<file path="src/rtl/uart_rx_pkg.sv">
// Shared UART receive definitions: frame geometry, mid-bit sample point and
// the receive FSM state encoding.
package uart_rx_pkg;

  localparam int unsigned FRAME_BITS = 11;
  localparam int unsigned OVERSAMPLE = 16;
  localparam int unsigned MID_SAMPLE = 7;

  typedef enum logic [1:0] {
    IDLE  = 2'd0,
    START = 2'd1,
    DATA  = 2'd2,
    STOP  = 2'd3
  } rx_state_t;

endpackage

</file>
<file path="src/rtl/rx_sipo_sync_2ff.sv">
// Two-flop synchronizer for the asynchronous serial line; resets to the
// idle-high level so no false start is seen coming out of reset.
module sync_2ff (
  input  logic clock,
  input  logic reset_n,
  input  logic data_in,
  output logic data_out
);

  logic meta;

  always_ff @(posedge clock or negedge reset_n) begin
    if (!reset_n) begin
      meta     <= 1'b1;
      data_out <= 1'b1;
    end else begin
      meta     <= data_in;
      data_out <= meta;
    end
  end

endmodule

</file>
<file path="src/rtl/rx_sipo.sv">
// Oversampled serial-in/parallel-out frame receiver: validates the start bit
// at mid-bit, then samples each remaining bit once per bit period.
module rx_sipo #(
  parameter int unsigned OVERSAMPLE = uart_rx_pkg::OVERSAMPLE,
  parameter int unsigned FRAME_BITS = uart_rx_pkg::FRAME_BITS
) (
  input  logic                  clock,
  input  logic                  reset_n,
  input  logic                  baud_tick,
  input  logic                  data_tx,
  output logic [FRAME_BITS-1:0] data_parll,
  output logic                  active_flag,
  output logic                  recieved_flag,
  output logic                  frame_error
);

  import uart_rx_pkg::*;

  localparam logic [3:0] LAST_TICK = 4'(OVERSAMPLE - 1);
  localparam logic [3:0] MID_TICK  = 4'(MID_SAMPLE);
  localparam logic [3:0] LAST_BIT  = 4'(FRAME_BITS - 1);

  rx_state_t             state, state_n;
  logic [3:0]            tick_cnt, tick_n;
  logic [3:0]            bit_cnt, bit_n;
  logic [FRAME_BITS-1:0] shreg_n;
  logic                  rcv_n, ferr_n;
  logic                  line;

  sync_2ff u_sync (
    .clock    (clock),
    .reset_n  (reset_n),
    .data_in  (data_tx),
    .data_out (line)
  );

  always_ff @(posedge clock or negedge reset_n) begin
    if (!reset_n) begin
      state         <= IDLE;
      tick_cnt      <= '0;
      bit_cnt       <= '0;
      data_parll    <= '1;
      active_flag   <= 1'b0;
      recieved_flag <= 1'b0;
      frame_error   <= 1'b0;
    end else begin
      state         <= state_n;
      tick_cnt      <= tick_n;
      bit_cnt       <= bit_n;
      data_parll    <= shreg_n;
      active_flag   <= (state_n != IDLE);
      recieved_flag <= rcv_n;
      frame_error   <= ferr_n;
    end
  end

  // The previous frame stays visible until a new start bit is validated.
  always_comb begin
    state_n = state;
    tick_n  = tick_cnt;
    bit_n   = bit_cnt;
    shreg_n = data_parll;
    rcv_n   = recieved_flag;
    ferr_n  = frame_error;
    if (baud_tick) begin
      case (state)
        IDLE: begin
          if (!line) begin
            state_n = START;
            tick_n  = '0;
          end
        end
        START: begin
          if (tick_cnt == MID_TICK) begin
            tick_n = '0;
            if (!line) begin
              state_n = DATA;
              shreg_n = {data_parll[FRAME_BITS-2:0], line};
              bit_n   = 4'd1;
              rcv_n   = 1'b0;
              ferr_n  = 1'b0;
            end else begin
              state_n = IDLE;
            end
          end else begin
            tick_n = tick_cnt + 4'd1;
          end
        end
        DATA: begin
          if (tick_cnt == LAST_TICK) begin
            shreg_n = {data_parll[FRAME_BITS-2:0], line};
            tick_n  = '0;
            bit_n   = bit_cnt + 4'd1;
            if (bit_n == LAST_BIT) state_n = STOP;
          end else begin
            tick_n = tick_cnt + 4'd1;
          end
        end
        STOP: begin
          if (tick_cnt == LAST_TICK) begin
            shreg_n = {data_parll[FRAME_BITS-2:0], line};
            rcv_n   = 1'b1;
            ferr_n  = ~line;
            state_n = IDLE;
            tick_n  = '0;
            bit_n   = '0;
          end else begin
            tick_n = tick_cnt + 4'd1;
          end
        end
        default: state_n = IDLE;
      endcase
    end
  end

endmodule
</file>
<file path="config.mk">
export PLATFORM = sky130hd
export DESIGN_NAME = rx_sipo
export DESIGN_NICKNAME = d
export VERILOG_FILES = /design/src/rtl/uart_rx_pkg.sv /design/src/rtl/rx_sipo_sync_2ff.sv /design/src/rtl/rx_sipo.sv
export SDC_FILE = /design/constraint.sdc
export NUM_CORES = 1
export LEC_CHECK = 0
export ABC_AREA = 1
export BUFFER_PORTS_ARGS = -buffer_cell sky130_fd_sc_hd__buf_2
export CAP_MARGIN = 20
export CORE_ASPECT_RATIO = 0.75
export CORE_MARGIN = 1.5
export CORE_UTILIZATION = 41
export CTS_CLUSTER_SIZE = 10
export DETAILED_ROUTE_END_ITERATION = 10
export GPL_TIMING_DRIVEN = 0
export PLACE_DENSITY = 0.69
export SETUP_SLACK_MARGIN = 0.1
export SYNTH_ARGS = -nofsm -noshare
export SYNTH_HDL_FRONTEND = slang
export SYNTH_SLANG_ARGS = --single-unit
export TNS_END_PERCENT = 1
</file>
<file path="constraint.sdc">
create_clock -name clock -period 1.6 [get_ports clock]
set_input_delay 0.4 -clock clock [delete_from_list [all_inputs] [get_ports clock]]
set_output_delay 0.4 -clock clock [all_outputs]
set_load 0.1 [all_outputs]
</file>
==> results of run 1 <==
==> cells by family after synthesis <==
family	synth area share, %
compound gates	5.30
xor+xnor	1.37
fa+ha+maj	2.94
buf+inv	6.77
flops	52.3
mux	0.785
simple gates	30.5
==> worst paths after layout <==
kind | from | to | slack (ns) | depth (start not counted)
worst max-delay path | data_parll[7] | data_parll[7] | 0.08 | 1
worst min-delay path | reset_n | state[1] | 0.11 | 1
worst max register to register | tick_cnt[1] | bit_cnt[2] | 0.11 | 10
worst min register to register | u_sync.meta | u_sync.data_out | 0.36 | 0
max in group asynchronous | reset_n | data_parll[10] | 1.11 | 1
min in group clock | data_tx | u_sync.meta | 0.21 | 1
==> flip-flops by register name, summed over array words and instances (netlist names) <==
register	flops
state	2
frame_error	1
u_sync.meta	1
data_parll	11
recieved_flag	1
bit_cnt	4
active_flag	1
u_sync.data_out	1
tick_cnt	4
==> metrics by stage <==
step / cell area (um2) / util [%]
floorplan: 1270 / -
global placement: 1410 / 47.6
detailed placement: 1410 / 47.6
CTS: 1520 / 51.5
global route: 1600 / 54.0
finish: 1600 / 54.0
==> per-layer routing <==
layer | vias to the layer above | track usage (%) | part of all wire, %
met1 | 486 | 20.4 | 45
li1 | 510 | - | -
met2 | 22 | 25.6 | 47
met3 | 5 | 4.63 | 5.5
met5 | - | 0 | 0
met4 | 0 | 5.10 | 1.5
==> power breakdown <==
group          switching, uW  internal [uW]  total, uW
Clock                    209            335        544
Sequential               143            795        938
Combinational            560            316        876
Total                    913           1450       2360
==> final cells by class <==
class | count | share of cell area [%]
sequential | 26 | 41.7
clock inverter | 1 | 1.88
tap | 38 | 2.98
inverter | 12 | 2.82
timing repair buffer | 23 | 11.3
buffer | 4 | 2.98
multi-input combinational | 102 | 33.8
clock buffer | 3 | 2.58
==> what timing repair did <==
action | CTS | global route
endpoints found under the setup margin | 22 | 25
resized for setup | 14 | 5
setup buffers | 1 | 3
pin swaps | 0 | 3
gates cloned | 0 | 2
==> cells in the final DEF, fill, tap and decap left out, drive strengths merged, types with 2 or more instances in the layout <==
| cell type | Yosys | layout |
|---|---|---|
| inv | 11 | 12 |
| nand3 | 12 | 12 |
| clkbuf | 0 | 4 |
| nand2 | 60 | 60 |
| o21ai | 9 | 9 |
| ha | 3 | 3 |
| nand4 | 2 | 2 |
| dfrtp | 13 | 13 |
| buf | 4 | 26 |
| nor2 | 8 | 8 |
| dfstp | 13 | 13 |
==> metrics, run 1 <==
status=completed; Total GRT Usage=15.8%; Fill cells=roughly 260; initial antenna violation count=0; drt pass-1 iters=4; Layout Cells excl Fill=209; pre-CTS WS=between 0.04 and 0.05 ns; first-pass GRT wire length=4.05 mm; Final #Nets=about 180; clock-pin slew on the worst setup and hold paths=0.09 ns; total CTS buffers=3; synthesis-to-finish area growth=25.3%; worst skew pair latency=0.27 ns; ANT cells=0; Yosys reg bits=26; Final Cycle Share=95.2%; register area=~670 um2; Via density=4.89; pwr dens=1480 nW/um2; layout cells sized above 1=37.4%; vias in the first global route=930; Yosys warnings=0; worst slew pin tran=0.571 ns; Die Footprint=3460 um2; register area share after synthesis=a little over half; critical path's slowest cell=dfstp_2; post-DR wirelength/cell=11.8 um; CTS Buffer Depth=2; HP Class=in -> async; CTS root buf=clkbuf_8; main flop type after synthesis=dfstp_2; pin count of the biggest net entering global routing=27; CTS Sinks=26; Via Count=1023; net count after synthesis=151; # H-tree levels=1; CP Max Fanout=3; Worst Setup Path Type=reg -> out; clk_skew=0.00353 ns; CP peak stage delay=0.56 ns; WP data required=1.20 ns; synth unique cells=27; Worst VDD drop=1.11 mV; GPL Wtd Cong=0.822; Tot Pwr=between 2000 and 2500 uW; Final WS setup=0.0773 ns; Syn Inst Count=144; Sum Neg Setup Slack=0 ns; final setup fails=0; core box area=2960 um2; FMAX=657 MHz; worst hold slack=0.110 ns; I/O pin count=18; Buffers on Ports=17; total global routing overflow=0; Die Span Y=51.3 um; count leader, synth=nand2_1; syn_area_per_cell=approximately 9 um2; Post-DP HPWL=1.69 mm; worst-path cell chain=buf_4; Setup crit start kind=register; Period minus WS final=1.52 ns; worst path bufs/invs=1; Hold Buf Count CTS=0; relative slew slack=61.9%; die width=between 60 and 70 um; number of max-cap violations=0; asr flop ratio synth=100%; WL final=2.47 mm; # DRC=0; Cell Area, Synth=1270 um2; post-synth top area share=26.8%; Initial Util=43.1%; Max Slew Vio Count=0; top cells by area, synth=dfstp_2 (27%), dfrtp_1 (26%), nand2_1 (14%), nand2_2 (6.4%), nand3_1 (4.3%); area of the multi-input gates=539 um2; cell taking the most area after synthesis=dfstp_2; top post-synthesis cells by count=nand2_1 (47), dfrtp_1 (13), dfstp_2 (13), nand2_2 (13), nand3_1 (11); Routed Antenna Nets=0; kind of cell adding the most delay to the critical path=flip-flops; RSZ-0062 raised after global routing=true; initial drt markers=42; CTS tree=built; DP Cell Count=199; WP data arrival=1.12 ns; final hold vios=0; crit end category=output port; num rows=17; Leakage=0.000796 uW; EDFF count, synth=0
Power figures use the tool's default switching activity.
==> inputs of run 2 (changes only) <==
- PLACE_DENSITY: 0.69 -> 0.68
==> metrics, run 2 (same netlist as run 1, synthesis figures left out) <==
status=completed; initial drt markers=16; post-DR wirelength/cell=roughly 12 um; Final Cycle Share=95.7%; worst-path cell chain=buf_4; FMAX=653 MHz; Final WS setup=between 0.06 and 0.07 ns; die width=67.4 um; Worst Setup Path Type=reg -> out; WL final=2.50 mm; Max Slew Vio Count=0; worst reg2reg setup slack=0.10 ns; clock-pin slew on the worst setup and hold paths=0.09 ns; design area=1570 um2; vias in the first global route=913; core box area=between 2000 and 3000 um2; most frequent cells in the layout=nand2_1 (46), dfrtp_1 (13), dfstp_2 (13), nand2_2 (12), buf_4 (12); # H-tree levels=1; Worst VDD drop=~0.85 mV; Cell Area, Placed=1410 um2; Final #Nets=177; num rows=17; CTS Sinks=26; final hold vios=0; Setup crit start kind=register; first-pass GRT wire length=3.91 mm; Via density=4.91; clk_skew=0.0109 ns; ANT cells=0; max reg flops=11; worst hold slack=~0.094 ns; Die Span Y=between 50 and 60 um; total CTS buffers=3; Post-DP HPWL=1.68 mm; final setup fails=0; total global routing overflow=0; CTS Buffer Depth=2; Sum Neg Setup Slack=0 ns; reg-to-reg endpoint=data_parll[1]; worst slew pin tran=0.550 ns; HP Class=in -> async; # DRC=0; critical path's slowest cell=dfstp_2; Tot Pwr=2230 uW; initial antenna violation count=0; drt pass-1 iters=4; Via Count=1016; pwr dens=1420 nW/um2; Fill cells=261; Total GRT Usage=15.0%; I/O pin count=18; pin count of the biggest net entering global routing=27; CTS root buf=clkbuf_8; WP data arrival=1.13 ns; kind of cell adding the most delay to the critical path=flip-flops; Initial Util=approximately 43%; synthesis-to-finish area growth=23.2%; Leakage=0.000780 uW; top flop regs=data_parll (11), bit_cnt (4), tick_cnt (4); CP Max Fanout=3; WP depth=1; commonest non-fill, non-tap cell in the layout=nand2_1; worst skew pair latency=around 0.28 ns; Reg with most FFs=data_parll; CP peak stage delay=roughly 0.56 ns; Reg2Reg Launch Point=tick_cnt[0]; crit end category=output port; Reg2Reg Depth=10; number of max-cap violations=0; relative slew slack=63.4%; pre-CTS WS=0.0291 ns; layout cells sized above 1=a little under two fifths; RSZ-0062 raised after global routing=true; worst path bufs/invs=1; Die Footprint=3460 um2; CTS tree=built; Period minus WS final=1.53 ns; GPL Wtd Cong=0.807; WP data required=1.20 ns; Routed Antenna Nets=0; Buffers on Ports=17
## run 2: changes by cell type in the layout (fill, tap and decap cells not counted)
cell,before,now
buf_4,13,12
buf_6,4,3
bufinv_16,1,0
clkbuf_8,3,4
nand2_1,47,46
nand2_4,1,2
## run 2: worst max-delay path by stage
stage / from / endpoint / slack (ns)
finish: data_parll[7] / data_parll[7] / 0.07
detailed placement: tick_cnt[0] / bit_cnt[2] / 0.03
floorplan: tick_cnt[0] / bit_cnt[2] / 0.18
global route: tick_cnt[1] / data_parll[7] / 0.02
CTS: data_parll[1] / data_parll[1] / 0.06
global placement: tick_cnt[0] / bit_cnt[2] / 0.09
## run 2: layout make-up
cell class | instances | area, um2 | share of cell area, %
Clock buffer | 4 | 55.1 | 3.51
Timing Repair Buffer | 21 | 161 | 10.3
Tap cell | 38 | 47.5 | 3.03
Buffer | 4 | 47.5 | 3.03
Sequential cell | 26 | 667 | 42.5
Inverter | 12 | 45.0 | 2.87
Multi-Input combinational cell | 102 | 547 | 34.8
## run 2: worst reg2reg max path, stage by stage, from the launching register on
cell       delay (ns)
dfrtp_1          0.40
ha_4             0.17
nand2_4          0.06
inv_2            0.06
nand2_2          0.05
o21ai_2          0.17
nand3_2          0.12
buf_6            0.15
clkbuf_16        0.15
nand2_2          0.05
nand2_1          0.05
## run 2: metrics by stage
stage | cells | util, %
after CTS | 205 | 51.1
after global routing | 207 | 53.1
after detailed placement | 199 | 47.6
after floorplan | 144 | -
after global placement | 199 | 47.6
final | 207 | 53.1
## run 2: power breakdown
part | switching, uW | internal [uW] | leakage, uW
Combinational | 568 | 305 | 0.000456
Sequential | 139 | 794 | 0.000295
Clock | 206 | 220 | 0.0000288
Total | 913 | 1320 | 0.000780
## run 2: what timing repair did
item | CTS | global route
setup endpoints to repair | 21 | 25
hold buffers | 0 | 0
buffers inserted | 2 | 0
resized for setup | 13 | 8
pin swaps | 0 | 4
cloned | 0 | 2
## run 2: per-layer routing
layer  vias up  GRT usage [%]  share of wire [%]
li1        509              -                  -
met1       490           19.2                 48
met2        13           25.4                 47
met3         4           3.30                3.1
met4         0           4.08                1.2
met5         -              0                  0
==> inputs of run 3 (changes only) <==
- RECOVER_POWER: default -> 25
==> metrics, run 3 (same netlist as run 1, synthesis figures left out) <==
status=completed; most frequent cells in the layout=nand2_1 (46), dfrtp_1 (13), dfstp_2 (13), nand2_2 (12), buf_4 (12); CP Max Fanout=3; total CTS buffers=3; reg-to-reg endpoint=data_parll[1]; Reg with most FFs=data_parll; crit end category=output port; vias in the first global route=913; Via Count=1010; Crit. Startpoint=data_parll[7]; top flop regs=data_parll (11), bit_cnt (4), tick_cnt (4); HP Class=in -> reg; total global routing overflow=0; Final #Nets=~180; Hold Buf Count CTS=0; Worst VDD drop=0.848 mV; Fill cells=~260; worst skew pair latency=0.28 ns; worst-path cell chain=buf_4; die width=67.4 um; pin count of the biggest net entering global routing=27; post-DR wirelength/cell=approximately 12 um; clock-pin slew on the worst setup and hold paths=0.09 ns; Reg2Reg Depth=10; GPL Wtd Cong=0.807; Leakage=0.000778 uW; Max Slew Vio Count=0; Period minus WS final=around 1.5 ns; CTS root buf=clkbuf_8; # DRC=0; I/O pin count=18; commonest non-fill, non-tap cell in the layout=nand2_1; ANT cells=0; initial drt markers=22; # H-tree levels=1; Worst Setup Path Type=reg -> out; Cell Area, Placed=1410 um2; area of the multi-input gates=between 500 and 600 um2; Setup crit start kind=register; design area=1570 um2; worst path bufs/invs=1; synthesis-to-finish area growth=23.1%; worst slew pin tran=1.32 ns; clk_skew=0.0116 ns; Post-DP HPWL=1.68 mm; Sum Neg Setup Slack=0 ns; CP peak stage delay=0.56 ns; Routed Antenna Nets=0; drt pass-1 iters=4; final hold vios=0; WP data required=1.20 ns; num rows=17; Total GRT Usage=15.0%; layout cells sized above 1=a little under two fifths; WP data arrival=1.13 ns; RSZ-0062 raised after global routing=true; pwr dens=1420 nW/um2; final setup fails=0; max reg flops=11; first-pass GRT wire length=3.91 mm; register area=667 um2; core box area=2960 um2; initial antenna violation count=0; CTS tree=built; Reg2Reg Launch Point=tick_cnt[0]; crit path to=data_parll[7]; WP depth=1; CTS Sinks=26; Die Footprint=~3500 um2; number of max-cap violations=0; CTS Buffer Depth=2; Via density=4.88; worst reg2reg setup slack=0.10 ns; relative slew slack=12.0%; Initial Util=43.1%; WL final=2.49 mm; FMAX=653 MHz; kind of cell adding the most delay to the critical path=flip-flops; Buffers on Ports=17; critical path's slowest cell=dfstp_2; Die Span Y=51.3 um; Final Cycle Share=a little over nine tenths; worst hold slack=around 0.22 ns
run 3: final cells by class:
class	instances	area share, %
plain buffers	4	3.03
clock buffers	4	3.51
inverters	12	2.87
multi-input cells	102	34.8
flip-flops and latches	26	42.5
well taps	38	3.03
repair buffers	21	10.2
run 3: power breakdown:
group,leakage [uW],switching (uW),total (uW),internal [uW]
combinational,0.000453,568,873,305
clock,0.0000288,206,426,220
sequential,0.000295,139,934,794
run 3: how the worst min path moves through the flow:
stage	start	slack (ns)	cells past startpoint	endpoint
after floorplan	reset_n	0.10	0	active_flag
after global placement	u_sync.meta	0.35	0	u_sync.data_out
after detailed placement	u_sync.meta	0.35	0	u_sync.data_out
after CTS	reset_n	0.13	1	tick_cnt[1]
after global routing	data_tx	0.21	1	u_sync.meta
final	data_tx	0.22	1	u_sync.meta
run 3: layer usage:
| layer | vias to the layer above | track usage (%) | part of all wire [%] |
|---|---|---|---|
| li1 | 508 | - | - |
| met2 | 15 | 25.4 | 47 |
| met1 | 483 | 19.2 | 48 |
| met4 | 0 | 4.08 | 1.2 |
| met3 | 4 | 3.30 | 3.9 |
| met5 | - | 0 | 0 |
run 3: stage by stage:
| stage | std cells | worst slack [ns] | total power, uW | util, % |
|---|---|---|---|---|
| 3_5_place_dp | 199 | 0.0291 | 1690 | 47.6 |
| 4_1_cts | 205 | 0.0643 | 2180 | 51.1 |
| 2_1_floorplan | 144 | 0.176 | 1540 | - |
| 5_1_grt | 207 | 0.0177 | 2350 | 53.1 |
| 6_report | 207 | 0.0678 | 2230 | 53.1 |
| 3_3_place_gp | 199 | 0.0857 | 1660 | 47.6 |
run 3: what timing repair did:
action	4_1_cts	5_1_grt
gates resized for setup	13	8
buffers inserted	2	0
endpoints found under the setup margin	21	25
cloned	0	2
pin swaps	0	4
